===== src/rtl/bus_ctrl.sv =====
// Sequential CPU bus controller: windowed chip-select decode, per-slave wait
// states and ready, registered read data, single-cycle ack and bus-error flag.
module bus_ctrl #(
  parameter int                    NSLAVE   = 9,
  parameter int                    AW       = 32,
  parameter int                    DW       = 16,
  parameter int                    WB       = 4,
  parameter logic [NSLAVE*AW-1:0]  BASE     = '0,
  parameter logic [NSLAVE*AW-1:0]  MASK     = '0,
  parameter logic [NSLAVE*WB-1:0]  WAIT     = '0,
  parameter int                    TIMEOUT  = 255,
  parameter logic [DW-1:0]         ERR_DATA = '1
) (
  input  logic                 clk,
  input  logic                 rst,
  input  logic                 cpu_req,
  input  logic                 cpu_write,
  input  logic [AW-1:0]        cpu_addr,
  input  logic [DW-1:0]        cpu_wdata,
  output logic [DW-1:0]        cpu_rdata,
  output logic                 cpu_ack,
  output logic                 cpu_err,
  output logic [AW-1:0]        err_addr,
  output logic [NSLAVE-1:0]    s_cs,
  output logic                 s_we,
  output logic [AW-1:0]        s_addr,
  output logic [DW-1:0]        s_wdata,
  input  logic [NSLAVE*DW-1:0] s_rdata,
  input  logic [NSLAVE-1:0]    s_rdy
);

  // state  | meaning
  // IDLE   | no transfer; samples cpu_req and decodes the address
  // ACCESS | chip select active; waits out wait states and slave ready
  // DONE   | one-cycle ack of a completed transfer
  // ERR    | one-cycle ack+err for unmapped or timed-out access
  typedef enum logic [1:0] {IDLE, ACCESS, DONE, ERR} state_t;

  localparam int SW = (NSLAVE > 1) ? $clog2(NSLAVE) : 1;
  localparam int TW = (TIMEOUT > 2) ? $clog2(TIMEOUT) : 1;
  localparam logic [TW-1:0] TC_LIM = TW'(TIMEOUT - 1);

  state_t            state_q, state_d;
  logic [SW-1:0]     sel_q, sel_d, sel_idx;
  logic              hit_any;
  logic              wr_q, wr_d;
  logic [WB-1:0]     wc_q, wc_d;
  logic [TW-1:0]     tc_q, tc_d;
  logic [NSLAVE-1:0] cs_d;
  logic              we_d, ack_d, err_d;
  logic [AW-1:0]     addr_d, err_addr_d;
  logic [DW-1:0]     wdata_d, rdata_d, rdata_sel;
  logic              rdy_sel;

  // Scan from the top down so the lowest matching index is the one kept.
  always_comb begin
    hit_any = 1'b0;
    sel_idx = '0;
    for (int i = NSLAVE - 1; i >= 0; i--) begin
      if ((cpu_addr & MASK[i*AW +: AW]) == BASE[i*AW +: AW]) begin
        hit_any = 1'b1;
        sel_idx = SW'(i);
      end
    end
  end

  assign rdy_sel   = s_rdy[sel_q];
  assign rdata_sel = s_rdata[sel_q*DW +: DW];

  always_comb begin
    state_d    = state_q;
    sel_d      = sel_q;
    wr_d       = wr_q;
    wc_d       = wc_q;
    tc_d       = tc_q;
    cs_d       = '0;
    we_d       = 1'b0;
    addr_d     = s_addr;
    wdata_d    = s_wdata;
    rdata_d    = cpu_rdata;
    ack_d      = 1'b0;
    err_d      = 1'b0;
    err_addr_d = err_addr;
    case (state_q)
      IDLE: begin
        if (cpu_req) begin
          addr_d  = cpu_addr;
          wdata_d = cpu_wdata;
          wr_d    = cpu_write;
          sel_d   = sel_idx;
          wc_d    = WAIT[sel_idx*WB +: WB];
          tc_d    = '0;
          if (hit_any) begin
            state_d       = ACCESS;
            cs_d[sel_idx] = 1'b1;
            we_d          = cpu_write;
          end else begin
            state_d    = ERR;
            ack_d      = 1'b1;
            err_d      = 1'b1;
            err_addr_d = cpu_addr;
            if (!cpu_write) rdata_d = ERR_DATA;
          end
        end
      end
      ACCESS: begin
        if (wc_q == '0 && rdy_sel) begin
          state_d = DONE;
          ack_d   = 1'b1;
          if (!wr_q) rdata_d = rdata_sel;
        end else if (tc_q == TC_LIM) begin
          state_d    = ERR;
          ack_d      = 1'b1;
          err_d      = 1'b1;
          err_addr_d = s_addr;
          if (!wr_q) rdata_d = ERR_DATA;
        end else begin
          cs_d[sel_q] = 1'b1;
          we_d        = wr_q;
          if (wc_q != '0) wc_d = wc_q - WB'(1);
          tc_d = tc_q + TW'(1);
        end
      end
      DONE:    state_d = IDLE;
      ERR:     state_d = IDLE;
      default: state_d = IDLE;
    endcase
  end

  always_ff @(posedge clk) begin
    if (rst) begin
      state_q   <= IDLE;
      sel_q     <= '0;
      wr_q      <= 1'b0;
      wc_q      <= '0;
      tc_q      <= '0;
      s_cs      <= '0;
      s_we      <= 1'b0;
      s_addr    <= '0;
      s_wdata   <= '0;
      cpu_rdata <= '0;
      cpu_ack   <= 1'b0;
      cpu_err   <= 1'b0;
      err_addr  <= '0;
    end else begin
      state_q   <= state_d;
      sel_q     <= sel_d;
      wr_q      <= wr_d;
      wc_q      <= wc_d;
      tc_q      <= tc_d;
      s_cs      <= cs_d;
      s_we      <= we_d;
      s_addr    <= addr_d;
      s_wdata   <= wdata_d;
      cpu_rdata <= rdata_d;
      cpu_ack   <= ack_d;
      cpu_err   <= err_d;
      err_addr  <= err_addr_d;
    end
  end

endmodule

===== config.mk =====
export PLATFORM = sky130hd
export DESIGN_NAME = bus_ctrl
export DESIGN_NICKNAME = d
export VERILOG_FILES = /design/src/rtl/bus_ctrl.sv
export SDC_FILE = /design/constraint.sdc
export NUM_CORES = 1
export LEC_CHECK = 0
export ABC_AREA = 1
export BUFFER_PORTS_ARGS = -buffer_cell sky130_fd_sc_hd__buf_2
export CORE_AREA = 3 3 121 123
export DETAILED_ROUTE_END_ITERATION = 12
export DIE_AREA = 0 0 124 126
export PLACE_DENSITY = 0.75
export SYNTH_ARGS = -nofsm -noshare
export SYNTH_HDL_FRONTEND = slang
export SYNTH_SLANG_ARGS = --single-unit

===== constraint.sdc =====
create_clock -name clk -period 2.3 [get_ports clk]
set_input_delay 0 -clock clk [delete_from_list [all_inputs] [get_ports clk]]
set_output_delay 0 -clock clk [all_outputs]
set_load 0.03 [all_outputs]

==> results of run 1 <==
## where the power goes
part / switching [W] / internal (W) / leakage [nW]
clock: 0.000970 / 0.00194 / 0.317
sequential: 0.0000838 / 0.00213 / 0.941
combinational: 0.000634 / 0.000336 / 2.09
total: 0.00169 / 0.00440 / 3.35
## cells in the mapped netlist
cell type / instances
inv_1: 55
nor2_2: 1
o21ai_0: 68
xnor2_1: 1
nand4_1: 18
buf_1: 3
clkinv_1: 1
nor2_4: 3
buf_12: 2
inv_2: 4
o21ai_2: 1
nand3_1: 16
dfxtp_1: 115
ha_1: 4
nor2_1: 160
buf_2: 8
o21a_1: 1
buf_6: 1
buf_4: 10
o21ai_1: 13
buf_8: 1
nand2_1: 50
nand3_2: 3
nand2_2: 6
xor2_1: 1
nor3b_1: 1
conb_1: 1
a21oi_1: 38
clkbuf_1: 16
## cell families (layout without fill, tap and decap cells)
logic type / Yosys count / in the layout / share of synthesized area [%]
AOI/OAI and AO/OA: 121 / 121 / 13.4
xor gates and xnor gates: 2 / 2 / 0.384
adders and majority gates: 4 / 4 / 1.10
buffers and inverters: 101 / 334 / 10.5
DFF: 115 / 115 / 50.5
other: 1 / 8 / 0.0822
and+or+nand+nor: 258 / 258 / 24.0
## worst paths after layout
kind | from | end
setup / recovery | wc_q[0] | err_addr[5]
setup reg to reg | wc_q[0] | err_addr[5]
hold reg to reg | cpu_rdata[1] | cpu_rdata[1]
hold / removal | s_rdy[0] | state_q[0]
## state kept, by name (all words and copies together), names as in the netlist
register,flops
state_q,2
s_wdata,16
wr_q,1
cpu_ack,1
wc_q,4
tc_q,8
s_cs,1
cpu_rdata,16
cpu_err,1
s_we,1
s_addr,32
err_addr,32
## cells in the final DEF, fill, tap and decap left out, types with 5 or more instances in the layout
master         count
nand3_1           16
buf_2            168
o21ai_1           13
conb_1             8
bufinv_16          5
dlygate4sd3_1     68
inv_1             54
a21oi_1           38
nor2_1           160
clkbuf_16         17
inv_2              5
nand2_2            6
nand2_1           50
o21ai_0           68
nand4_1           18
dfxtp_1          115
## tightest hold or removal path, stage by stage
cell     delay [ns]
buf_2          0.10
nand3_2        0.12
nand2_2        0.12
a21oi_1        0.06
## layer usage
| layer | vias up | global-route usage (%) | share of wire [%] |
|---|---|---|---|
| li1 | 2354 | - | - |
| met1 | 2133 | 20.3 | 41 |
| met2 | 165 | 29.5 | 49 |
| met3 | 20 | 7.23 | 7.9 |
| met4 | 0 | 6.25 | 1.6 |
| met5 | - | 0 | 0 |
## per-stage QoR
stage / utilization, % / worst slack (ns) / power [W]
after floorplan: - / 0.908 / 0.00286
after global placement: 39.7 / 0.570 / 0.00311
after detailed placement: 39.7 / 0.500 / 0.00312
after CTS: 49.4 / 0.458 / 0.00613
after global routing: 49.4 / 0.288 / 0.00635
final: 49.4 / 0.474 / 0.00609
## cell type report
cell class / instances / area [um^2]
well taps: 180 / 225
repair buffers: 242 / 1590
clock inverters: 14 / 226
clock buffers: 18 / 429
multi-input cells: 393 / 1810
inverters: 60 / 225
fillers: 1319 / 6970
flip-flops and latches: 115 / 2300
==> run_results.csv, run 1 <==
group,metric,value,unit
clock_tree,clock_latency,0.42,ns
synth,yosys.area.top_type_share,50.5,%
timing,finalSetupTns,0,ns
timing,fin_crit_sh,79.4,%
route,drtIter0Drc,193,
grt,antenna_found_initial,0,
clock_tree,hold_buffers,68,
route,wl_per_cell,13.3,um
finish,synthToLayoutAreaGrowth,49.3,%
setup_path,cp.arrival,2.15,ns
placed_design,place_inst,922,
power_and_ir_drop,power.leakage,3.35,nW
synth,synth_cells,602,
placed_design,dpl_cell_area,0.00547,mm^2
floorplan,dieArea,0.0156,mm^2
setup_path,crit_family,"buffers and inverters",
setup_path,reg2regPathDepth,8,
min_path,min_path_type,"in -> reg",
clock_tree,cts.sinks,115,
floorplan,fp.coreArea,0.0138,mm^2
clock_tree,cts_resized,0,
timing,rsz0062_at_grt,"no",
route,detail-route-antenna-nets,0,
timing,fin_worst_skew,0.0137,ns
route,avgViaCountPerCell,4.57,
route,remaining_drc_errors,0,
placed_design,place_congestion,0.793,
flow_run,maxCapViolCount,0,
floorplan,start_util,33.1,%
setup_path,crit_fanout,36,
grt,grt_max_degree,67,
timing,fin_crit,1.83,ns
clock_tree,htree_levels,4,
grt,track_usage,17.7,%
placed_design,io_buffers,168,
timing,hold_viol,0,
floorplan,io_pins,313,
grt,grt_pass1_vias,4544,
timing,hold_slack,0.0462,ns
clock_tree,cts_buffers,17,
setup_path,cp_cell_sequence,"inv_1 > ha_1 > nand3_2 > nand2_2 > nor2_4 > buf_4 > o21ai_0 > a21oi_1",
synth,syn_area,0.00456,mm^2
synth,synth_seq_cells,115,
synth,yosysUniqueCellTypes,29,
synth,yosysTopAreaCell,"dfxtp_1",
setup_path,path_depth,8,
placed_design,dp_hpwl,8370,um
setup_path,worst-path-buf-inv,2,
finish,n_antenna_cell,0,
finish,drive_gt1_share,26.6,%
clock_tree,cts_root_buf,"clkbuf_16",
finish,final_area,0.00681,mm^2
outcome,outcome,"completed",
synth,avgSynthCellArea,7.57,um^2
finish,nNetsFinal,1038,
setup_path,path_class,"reg -> reg",
timing,setup_viol,0,
min_path,holdPathStages,4,
power_and_ir_drop,ir_worst_vdd,581,uV
timing,drv_slew,0,
synth,synth_warnings,0,
setup_path,crit_path_top_delay_cell,"buf_4",
setup_path,cp.required,2.63,ns
synth,synth_area_leaders,"dfxtp_1 50%, nor2_1 13%, o21ai_0 7.5%",
timing,fmax,0.548,GHz
timing,slew-limit-headroom,59.1,%
finish,instances_no_fill,1022,
route,dr.pass1.iters,5,
setup_path,max_stage_delay,0.40,ns
setup_path,r2r_setup_slack,0.47,ns
floorplan,die_height,126,um
clock_tree,cts_tree,"built",
floorplan,num_rows,43,
timing,worstMarginPinSlew,0.613,ns
route,wl,13600,um
setup_path,cp-start-kind,"flip-flop",
grt,grt_pass1_wl,21800,um
route,vias,4672,
clock_tree,path_clk_slew,0.06,ns
synth,yosysSeqAreaShare,50.5,%
floorplan,dieWidth,124,um
grt,gr-total-overflow,0,
clock_tree,ctsLongestPathBuffers,2,
power_and_ir_drop,pwr_density_cell,895,mW/mm^2
clock_tree,cts_setup_buffers,0,
setup_path,endpoint_kind,"flip-flop",
(Power assumes the default switching activity.)
==> run 2: changes to the inputs <==
--- a/config.mk
+++ b/config.mk
@@ -7,10 +7,10 @@
 export LEC_CHECK = 0
 export ABC_AREA = 1
 export BUFFER_PORTS_ARGS = -buffer_cell sky130_fd_sc_hd__buf_2
-export CORE_AREA = 3 3 121 123
+export CORE_AREA = 3 3 120 122
 export DETAILED_ROUTE_END_ITERATION = 12
-export DIE_AREA = 0 0 124 126
-export PLACE_DENSITY = 0.75
+export DIE_AREA = 0 0 123 125
+export PLACE_DENSITY = 0.76
 export SYNTH_ARGS = -nofsm -noshare
 export SYNTH_HDL_FRONTEND = slang
 export SYNTH_SLANG_ARGS = --single-unit
==> constraint.sdc (replaced) <==
create_clock -name clk -period 1.8 [get_ports clk]
set_input_delay 0 -clock clk [delete_from_list [all_inputs] [get_ports clk]]
set_output_delay 0 -clock clk [all_outputs]
set_load 0.03 [all_outputs]
==> run 2 against run 1 <==
  * Clock skew rose by 0.0077 ns
  * Worst hold slack better by 0.022 ns
  * Clock power grew 11%
  * Global-route usage up 0.19 points
  * Critical path type unchanged
==> run_results.csv, run 2 (same netlist as run 1, synthesis figures left out) <==
group,metric,value,unit
route,detail-route-antenna-nets,0,
setup_path,max_stage_delay,0.30,ns
placed_design,dp_hpwl,8700,um
grt,grt-busiest-layer,"met2",
finish,synthToLayoutAreaGrowth,48.6,%
route,vias,4675,
clock_tree,cts.sinks,115,
placed_design,place_congestion,0.833,
min_path,hp-start,"cpu_req",
grt,grt_pass1_vias,4415,
route,dr.pass1.iters,4,
clock_tree,cts_root_buf,"clkbuf_16",
setup_path,startpoint,"wc_q[0]",
placed_design,place_inst,926,
route,drtIter0Drc,232,
clock_tree,path_clk_slew,0.05,ns
grt,track_usage,17.9,%
floorplan,io_pins,313,
floorplan,num_rows,42,
floorplan,start_util,34.3,%
floorplan,die_height,125,um
grt,antenna_found_initial,0,
timing,rsz0062_at_grt,"no",
setup_path,path_class,"reg -> reg",
clock_tree,htree_levels,4,
route,wl,13600,um
route,avgViaCountPerCell,4.56,
finish,final_core_util,51.0,%
grt,gr-total-overflow,0,
setup_path,crit_path_top_delay_cell,"dfxtp_1",
flow_run,maxCapViolCount,0,
min_path,min_path_type,"in -> reg",
grt,use_met3,7.54,%
grt,grtUsageMet1,21.2,%
finish,instances_no_fill,1025,
setup_path,rr_startpoint,"wc_q[0]",
timing,fin_worst_skew,0.0213,ns
route,wl_per_cell,13.3,um
floorplan,dieArea,0.0154,mm^2
placed_design,dpl_cell_area,0.00554,mm^2
outcome,outcome,"completed",
setup_path,crit_fanout,19,
power_and_ir_drop,pwr_density_cell,1080,mW/mm^2
power_and_ir_drop,ir_worst_vdd,727,uV
placed_design,io_buffers,168,
timing,setup_viol,0,
floorplan,dieWidth,123,um
power_and_ir_drop,power.leakage,3.34,nW
finish,nNetsFinal,1044,
setup_path,cp-start-kind,"flip-flop",
setup_path,cp_cell_sequence,"inv_1 > ha_1 > nand3_2 > nand2_2 > nor2_4 > buf_6 > o21ai_0 > a21oi_1",
floorplan,fp.coreArea,0.0133,mm^2
timing,fin_crit_sh,89.6,%
setup_path,worst-path-buf-inv,2,
clock_tree,clock_latency,0.41,ns
grt,grt_pass1_wl,21600,um
clock_tree,ctsLongestPathBuffers,2,
finish,drive_gt1_share,27.1,%
finish,final_area,0.00678,mm^2
finish,final_cell_mix,"168 x buf_2, 160 x nor2_1, 115 x dfxtp_1",
timing,hold_viol,0,
timing,hold_slack,0.0680,ns
timing,finalSetupTns,0,ns
grt,grt_max_degree,41,
finish,largestRegisters,"err_addr x32, s_addr x32",
finish,final_common_cell,"buf_2",
route,remaining_drc_errors,0,
grt,use_met2,28.5,%
clock_tree,cts_tree,"built",
setup_path,crit_family,"simple AND/OR/NAND/NOR gates",
timing,fmax,0.620,GHz
clock_tree,cts_buffers,17,
setup_path,cp.arrival,1.94,ns
timing,fin_crit,1.61,ns
setup_path,endpoint_kind,"flip-flop",
timing,drv_slew,0,
setup_path,cp.required,2.13,ns
==> run 2: changes by cell type in the layout (fill, tap and decap cells not counted), sizes merged <==
cell,change
bufinv,-3
dlygate4sd3,-2
clkbuf,+4
buf,+8
clkinvlp,+2
diode,+1
inv,-3
==> run 2: timing repair <==
item,4_1_cts,5_1_grt
setup buffers,0,0
hold buffers,66,0
endpoints found under the hold margin,76,0
resized for setup,0,1
endpoints found under the setup margin,0,4
==> run 2: layout make-up <==
type | instances | area [um^2]
Clock buffer | 22 | 464
Timing Repair Buffer | 248 | 1650
Tap cell | 176 | 220
Antenna cell | 1 | 2.50
Multi-Input combinational cell | 393 | 1810
Clock inverter | 10 | 108
Fill cell | 1294 | 6520
Inverter | 60 | 225
Sequential cell | 115 | 2300
==> run 2: per-stage QoR <==
stage	worst slack [ns]	total power, W
floorplan	0.408	0.00365
CTS	0.123	0.00738
global placement	0.198	0.00399
detailed placement	0.131	0.00401
global route	0.0284	0.00765
finish	0.187	0.00730
==> run 2: path summary, 6_finish.rpt <==
path / endpoint / slack, ns / depth (start not counted)
max: err_addr[4] / 0.19 / 8
min: tc_q[7] / 0.07 / 5
max reg2reg: err_addr[4] / 0.19 / 8
min reg2reg: cpu_rdata[1] / 0.44 / 2
==> run 2: routing by layer <==
layer  wire [um]  share of wire, %
met1        5840                43
met2        6460                47
met3        1040               7.7
met4         270               2.0
met5           0                 0
==> run 2: where the power goes <==
part           internal (W)  switching, W  total (W)
registers           0.00272      0.000103    0.00282
clock network       0.00209       0.00114    0.00323
logic              0.000442      0.000810    0.00125
total               0.00525       0.00205    0.00730
==> run 2: worst reg2reg max path, cell delays in order, from the launching register on <==
cell and delay (ns):
dfxtp_1 0.30, inv_1 0.10, ha_1 0.26, nand3_2 0.13
nand2_2 0.09, nor2_4 0.18, buf_6 0.22, o21ai_0 0.10
a21oi_1 0.16
==> run 3: changes to the inputs <==
--- a/config.mk
+++ b/config.mk
@@ -11,6 +11,8 @@
 export DETAILED_ROUTE_END_ITERATION = 12
 export DIE_AREA = 0 0 123 125
 export PLACE_DENSITY = 0.76
+export REMOVE_ABC_BUFFERS = 1
+export SKIP_CTS_REPAIR_TIMING = 1
 export SYNTH_ARGS = -nofsm -noshare
 export SYNTH_HDL_FRONTEND = slang
 export SYNTH_SLANG_ARGS = --single-unit
==> run 3 against run 2 <==
  * The flow now finishes with violations (hold timing)
  * Largest cell class unchanged
  * Clock skew shrank 0.012 ns
  * Sequential power is essentially flat
  * Via count shrank 0.39%
  * Final cell count shrank 0.88%
  * Non-clock buffer count shrank 6
==> run_results.csv, run 3 (same netlist as run 1, synthesis figures left out) <==
group,metric,value,unit
setup_path,reg2regPathDepth,9,
timing,drv_slew,0,
finish,n_antenna_cell,0,
min_path,hp-start,"s_rdata[10]",
setup_path,cp_cell_sequence,"inv_1 > ha_1 > nand2_2 > nor2_2 > nand2_2 > nor2_4 > buf_4 > o21ai_0 > nor2_1",
timing,fin_ws,0.149,ns
power_and_ir_drop,pwr_density_cell,1110,mW/mm^2
setup_path,rr_endpoint,"err_addr[9]",
setup_path,crit_path_top_delay_cell,"dfxtp_1",
timing,fin_crit,1.65,ns
grt,track_usage,16.7,%
setup_path,path_depth,9,
power_and_ir_drop,pwr-share-seq,37.7,%
timing,hold_viol,5,
clock_tree,cts.sinks,115,
clock_tree,ctsLongestPathBuffers,2,
placed_design,io_buffers,168,
floorplan,io_pins,313,
timing,setup_viol,0,
floorplan,start_util,34.3,%
timing,fin_worst_skew,0.00888,ns
placed_design,dp_slack,0.0874,ns
setup_path,rr_startpoint,"tc_q[0]",
setup_path,cpMostUsedCell,"nand2_2",
power_and_ir_drop,ir_worst_vdd,688,uV
grt,grt_max_degree,67,
finish,final_core_util,50.8,%
placed_design,place_congestion,0.786,
power_and_ir_drop,power.leakage,3.33,nW
clock_tree,clock_latency,0.41,ns
finish,largestRegisters,"err_addr x32, s_addr x32",
grt,gr-total-overflow,0,
route,avgViaCountPerCell,4.58,
clock_tree,cts_buffers,17,
setup_path,crit_family,"simple AND/OR/NAND/NOR gates",
setup_path,cp-start-kind,"flip-flop",
route,drtIter0Drc,226,
finish,final_common_cell,"buf_2",
power_and_ir_drop,p_comb_share,16.8,%
grt,grt_pass1_wl,20400,um
setup_path,path_class,"reg -> reg",
finish,final_cell_mix,"168 x buf_2, 160 x nor2_1, 115 x dfxtp_1",
setup_path,worst-path-buf-inv,2,
grt,grt_pass1_vias,4156,
outcome,outcome,"complete, but fails checks",
flow_run,maxCapViolCount,0,
setup_path,endpoint,"err_addr[9]",
min_path,min_path_type,"in -> reg",
timing,fin_crit_sh,91.7,%
floorplan,die_height,125,um
setup_path,crit_fanout,21,
clock_tree,cts_tree,"built",
finish,drive_gt1_share,27.5,%
outcome,violations,"hold timing",
power_and_ir_drop,switching_share,27.9,%
floorplan,num_rows,42,
floorplan,dieWidth,123,um
clock_tree,cts_root_buf,"clkbuf_16",
setup_path,r2r_setup_slack,0.15,ns
floorplan,dieArea,0.0154,mm^2
timing,fmax,0.606,GHz
power_and_ir_drop,power.switching,0.00209,W
route,detail-route-antenna-nets,0,
grt,antenna_found_initial,0,
route,vias,4657,
route,wl,13800,um
floorplan,fp.coreArea,0.0133,mm^2
setup_path,cp.arrival,1.99,ns
power_and_ir_drop,intPower,0.00540,W
route,remaining_drc_errors,0,
placed_design,dp_hpwl,8760,um
timing,finalSetupTns,0,ns
setup_path,startpoint,"tc_q[0]",
finish,nNetsFinal,1038,
route,wl_per_cell,13.5,um
clock_tree,path_clk_slew,0.06,ns
finish,synthToLayoutAreaGrowth,48.1,%
power_and_ir_drop,clkPwrFrac,45.4,%
setup_path,max_stage_delay,0.33,ns
timing,rsz0062_at_grt,"no",
setup_path,endpoint_kind,"flip-flop",
route,dr.pass1.iters,4,
setup_path,cp.required,2.14,ns
clock_tree,htree_levels,4,
timing,hold_slack,-0.0320,ns
-- run 3: cell count changes in the layout (fill, tap and decap cells not counted) --
cell and delta:
buf_6 -1, clkbuf_1 -3, clkbuf_8 +4, clkinv_2 -4, clkinv_4 +2, diode_2 -1, dlygate4sd3_1 -5, inv_1 -1
inv_2 -1, inv_4 +1
-- run 3: power groups by stage --
stage	sequential (W)	clock [W]	combinational, W
after floorplan	0.00314	0	0.000464
after global placement	0.00287	0	0.00113
after detailed placement	0.00288	0	0.00114
after CTS	0.00282	0.00347	0.00114
after global routing	0.00285	0.00361	0.00139
final	0.00283	0.00340	0.00126
-- run 3: final cells by class --
cell class	instances	area, um^2
Multi-Input combinational cell	393	1810
Clock inverter	7	97.6
Timing Repair Buffer	242	1590
Inverter	60	231
Clock buffer	23	508
Fill cell	1216	6540
Tap cell	176	220
Sequential cell	115	2300
-- run 3: tightest hold or removal path: cells and delay by family --
| family | cells | cell delay, ns |
|---|---|---|
| AND/OR/NAND/NOR | 2 | 0.13 |
| buffers and inverters | 2 | 0.12 |
| AO/OA/AOI/OAI | 1 | 0.09 |
-- run 3: metal layers --
layer / global-route usage (%) / up-vias / wire (um) / part of all wire (%)
met5: 0 / - / 0 / 0
met4: 6.84 / 0 / 318 / 2.3
met3: 6.87 / 24 / 1210 / 8.8
met2: 26.4 / 178 / 6450 / 47
met1: 19.9 / 2095 / 5790 / 42
li1: - / 2360 / - / -
-- run 3: worst min-delay path by stage --
stage | cells after the start | slack (ns) | endpoint
CTS | 3 | -0.18 | s_addr[9]
global route | 5 | 0.006 | cpu_rdata[7]
floorplan | 1 | 0.07 | s_we
finish | 5 | -0.03 | cpu_rdata[10]
detailed placement | 3 | 0.26 | s_addr[9]
global placement | 3 | 0.25 | s_addr[17]
-- run 3: per-stage QoR --
step | total power, W | cell area (um^2) | std cells
after global routing | 0.00785 | 6750 | 1016
after CTS | 0.00743 | 6130 | 955
after global placement | 0.00399 | 5530 | 925
after floorplan | 0.00360 | 4330 | 568
final | 0.00749 | 6750 | 1016
after detailed placement | 0.00401 | 5530 | 925
